`src/rtl/magnitude_averager.sv`:
```
// Windowed mean/peak/min of the CORDIC magnitude stream, one result
// per 2^LOG2_AVG_LEN accepted samples.
module magnitude_averager #(
    parameter int MAG_WIDTH    = 33,
    parameter int LOG2_AVG_LEN = 10
) (
    input  logic                    i_clk,
    input  logic                    i_reset,
    input  logic                    i_valid,
    input  logic [MAG_WIDTH-1:0]    i_magnitude,
    input  logic                    i_clear,
    output logic                    o_valid,
    output logic [MAG_WIDTH-1:0]    o_mean,
    output logic [MAG_WIDTH-1:0]    o_peak,
    output logic [MAG_WIDTH-1:0]    o_min,
    output logic [31:0]             o_window_count
);

    localparam int ACC_W = MAG_WIDTH + LOG2_AVG_LEN;
    localparam logic [ACC_W-1:0] HALF = ACC_W'(1) << (LOG2_AVG_LEN - 1);

    logic [ACC_W-1:0]        acc;
    logic [ACC_W-1:0]        acc_next;
    logic [ACC_W-1:0]        sum_rnd;
    logic [LOG2_AVG_LEN-1:0] cnt;
    logic [MAG_WIDTH-1:0]    peak;
    logic [MAG_WIDTH-1:0]    min_v;
    logic [MAG_WIDTH-1:0]    peak_next;
    logic [MAG_WIDTH-1:0]    min_next;
    logic                    last;

    // Full window plus half-LSB never exceeds 2^ACC_W - 1.
    always_comb begin
        acc_next  = acc + {{LOG2_AVG_LEN{1'b0}}, i_magnitude};
        sum_rnd   = acc_next + HALF;
        peak_next = (i_magnitude > peak) ? i_magnitude : peak;
        min_next  = (i_magnitude < min_v) ? i_magnitude : min_v;
        last      = &cnt;
    end

    always_ff @(posedge i_clk) begin
        if (i_reset) begin
            acc            <= '0;
            cnt            <= '0;
            peak           <= '0;
            min_v          <= '1;
            o_valid        <= 1'b0;
            o_mean         <= '0;
            o_peak         <= '0;
            o_min          <= '0;
            o_window_count <= '0;
        end else begin
            o_valid <= 1'b0;
            if (i_clear) begin
                acc   <= '0;
                cnt   <= '0;
                peak  <= '0;
                min_v <= '1;
            end else if (i_valid) begin
                if (last) begin
                    o_valid        <= 1'b1;
                    o_mean         <= sum_rnd[ACC_W-1:LOG2_AVG_LEN];
                    o_peak         <= peak_next;
                    o_min          <= min_next;
                    o_window_count <= o_window_count + 32'd1;
                    acc            <= '0;
                    cnt            <= '0;
                    peak           <= '0;
                    min_v          <= '1;
                end else begin
                    acc   <= acc_next;
                    cnt   <= cnt + 1'b1;
                    peak  <= peak_next;
                    min_v <= min_next;
                end
            end
        end
    end

endmodule

```
`config.mk`:
```
export PLATFORM = sky130hd
export DESIGN_NAME = magnitude_averager
export DESIGN_NICKNAME = d
export VERILOG_FILES = /design/src/rtl/magnitude_averager.sv
export SDC_FILE = /design/constraint.sdc
export NUM_CORES = 1
export LEC_CHECK = 0
export CAP_MARGIN = 15
export CORE_MARGIN = 4
export CORE_UTILIZATION = 35
export CTS_BUF_LIST = sky130_fd_sc_hd__clkbuf_4
export CTS_CLUSTER_SIZE = 20
export DETAILED_ROUTE_END_ITERATION = 12
export HOLD_SLACK_MARGIN = 0.15
export PLACE_DENSITY = 0.63
export SKIP_CTS_REPAIR_TIMING = 1
export SLEW_MARGIN = 20
export SYNTH_ARGS = -nofsm -noshare
export SYNTH_HDL_FRONTEND = slang
export SYNTH_SLANG_ARGS = --single-unit
```
`constraint.sdc`:
```
create_clock -name i_clk -period 7.2 [get_ports i_clk]
set_input_delay 1.44 -clock i_clk [delete_from_list [all_inputs] [get_ports i_clk]]
set_output_delay 1.44 -clock i_clk [all_outputs]
set_load 0.02 [all_outputs]
```
==> metrics.csv <==
metric;value;unit
Crit path largest cell delay;580;ps
drt via density;5.61;
synthesis-stage register bit count;251;
Placed Cells;2526;
most frequent cells in the layout;dfxtp_1 (251), nor2_1 (216), clkdlybuf4s50_1 (167);
CTS root buf;clkbuf_4;
M2 GR Usage;34.7;%
initial antenna violation count;3;
wire per inst;18.7;um
worst relative slew slack;27.9;%
most common cell after layout, fill and taps aside;dfxtp_1;
actual slew at the worst max-slew pin;1080;ps
Top delay family on crit path;compound AO/OA/AOI/OAI gates;
Final Hold Fails;0;
most used routing layer;met2;
Tot Pwr;3.28;mW
# port buffers;168;
critical-path cell list;clkdlybuf4s50_1 > ha_1 > inv_1 > fa_1 > nand2b_1 > a21oi_2 > o21ai_0 > a211oi_1 > ha_1 > o31ai_1 > a2111oi_0 > buf_4 > o211ai_1 > a2111o_1 > or2_4 > o311a_1 > a311o_1;
# setup viols final;0;
Synth-to-Final Area Change;20.5;%
Mapped Area;15100;sq um
critical path arrival;6420;ps
top cells by area, synth;dfxtp_1 (33%), ha_1 (8.3%), nor2_1 (5.4%);
vias in the first global route;14400;
Syn Inst Count;1881;
drt total wl;49500;um
clk buf depth;3;
Post-synth ARST share;0;%
DRT Pass-1 Iters;5;
buffers plus inverters on the worst setup path;3;
Antenna Violating Nets Remaining;0;
syn_nets;2020;
ys flop type;dfxtp_1;
worst skew pair latency;770;ps
Final period util;80.4;%
first-pass GRT wire length;78700;um
share of layout cells above drive strength 1;8.36;%
RSZ-0062 raised after global routing;no;
post-synthesis sequential area ratio;33.2;%
Avg Cell Area, Syn;8.05;sq um
total grt overflow;0;
Sequential cell area;5020;sq um
critical setup path kind;in2reg;
clock-pin slew on the worst setup and hold paths;60;ps
number of synthesized flops with an enable pin;0;
drt initial violations;985;
CP max FO;7;
Initial Util;35.8;%
Total GRT Usage;20.6;%
Synth Warn #;0;
Yosys top cell area share;33.2;%
CTS tree;yes;
final net count;2165;
Die X;216;um
Critical Path Sink Type;flop;
grt met3 use;4.36;%
post-synth top area cell;dfxtp_1;
Hold Worst Slack;465;ps
Worst EP required;7830;ps
Fmax;173;MHz
DR DRC count;0;
Die ar.;46600;sq um
H-tree Lvls;3;
Min Clock Period, post-route;5790;ps
dpl hpwl;35100;um
largest net degree at the start of global routing;92;
Final Max Tran Viols;0;
number of clock buffers inserted by TritonCTS;75;
DR vias;14900;
area of the multi-input gates;9250;sq um
sum of negative setup slack;0;ps
status;completed;
fin cells;2650;
RePlAce Congestion;0.869;
M1 GR Usage;26.5;%
filler instances;4300;
worst hold path class;reg2reg;
crit-path most repeated cell;ha_1;
Crit-path slowest cell;clkdlybuf4s50_1;
leakage;7.20;nW
I/O Pins;169;
site row count;75;
Clock Skew;48.9;ps
max_cap viols;0;
clock sink total;251;
Power Dens Cells;180;nW/um^2
Netlist cell types;84;
Core ar.;42300;sq um
Startpoint Class;input port;
die height;216;um
peak supply drop;0.122;mV
==> kinds of logic (layout without fill, tap and decap cells) <==
kind of cell | Yosys count | after routing | share of synthesized area [%]
AO/OA/AOI/OAI | 485 | 485 | 22.7
XOR/XNOR | 78 | 78 | 4.51
adder cells (fa/ha/maj) | 102 | 102 | 8.48
buffers and inverters | 242 | 430 | 6.17
flip-flops | 251 | 251 | 33.2
multiplexers | 40 | 40 | 2.66
other | 0 | 4 | 0
AND/OR/NAND/NOR | 683 | 683 | 22.3
==> layout make-up <==
type / instances / share of cell area (%)
Antenna cell: 4 / 0.0549
Clock inverter: 18 / 0.686
Tap cell: 577 / 3.96
Inverter: 110 / 2.27
Timing Repair Buffer: 200 / 10.6
Sequential cell: 251 / 27.5
Clock buffer: 102 / 4.20
Multi-Input combinational cell: 1388 / 50.7
==> where the power goes <==
group	total [mW]	leakage [nW]	internal, mW	switching, mW
Clock	1.36	0.524	0.718	0.637
Sequential	1.43	2.03	1.41	0.0156
Combinational	0.498	4.65	0.176	0.322
==> per-stage QoR <==
| step | area (sq um) | setup slack [ps] | utilization [%] |
|---|---|---|---|
| 2_1_floorplan | 15100 | 1640 | - |
| 3_3_place_gp | 17300 | 791 | 41.0 |
| 3_5_place_dp | 17300 | 793 | 41.0 |
| 4_1_cts | 18200 | 1600 | 43.1 |
| 5_1_grt | 18200 | 1220 | 43.1 |
| 6_report | 18200 | 1410 | 43.1 |
==> metal layers <==
layer | routed length (um) | up-vias
met5 | 0 | -
met4 | 1300 | 0
met3 | 2600 | 87
met2 | 23300 | 438
met1 | 22200 | 7103
li1 | - | 7248
==> synthesized netlist by cell type (3+ instances only) <==
library cell,number
a21boi_0,3
a21oi_2,3
o31ai_1,3
clkbuf_1,121
a32oi_1,4
xnor2_1,40
a21o_1,39
o21a_1,9
inv_1,109
nand2b_1,10
and2_1,15
nor2_1,218
dfxtp_1,251
nor2b_1,8
a22o_1,3
a311oi_1,8
nor4_1,45
or2_2,5
and4_1,11
a211o_1,36
nand2_1,101
buf_2,6
nand3b_1,3
a21oi_1,80
nor4b_1,3
or4_1,8
a221o_1,3
o21ai_0,71
and3_1,12
o311ai_0,4
xor2_1,38
a211oi_1,91
or3_1,16
mux2i_1,38
o221ai_1,36
a31oi_1,8
nand3_1,101
o211ai_1,14
o21ai_1,5
nor3_1,65
a22oi_1,33
ha_1,101
nand4_1,44
o211a_1,4
a311o_1,5
==> path summary, 6_finish.rpt <==
path                              endpoint  slack (ps)  cells after the start      startpoint
worst max-delay path            o_mean[27]        1410                     17  i_magnitude[0]
worst min-delay path             o_mean[0]         460                      2       o_mean[0]
worst max register to register  o_mean[27]        2410                     16          acc[0]
worst min register to register   o_mean[0]         460                      2       o_mean[0]
==> worst reg2reg max path: cells and delay by family, from the launching register on <==
kind	cells	cell delay, ps
buf+inv	2	280
simple gates	2	560
compound gates	9	2690
fa+ha+maj	3	840
flops	1	330
==> flip-flops by register name (all words and copies together) (netlist names) <==
signal and flops:
o_window_count 32, cnt 10, min_v 33, o_peak 33
o_mean 33, peak 33, acc 43, o_min 33
o_valid 1
Note: power is estimated with default switching activity, not from simulation.
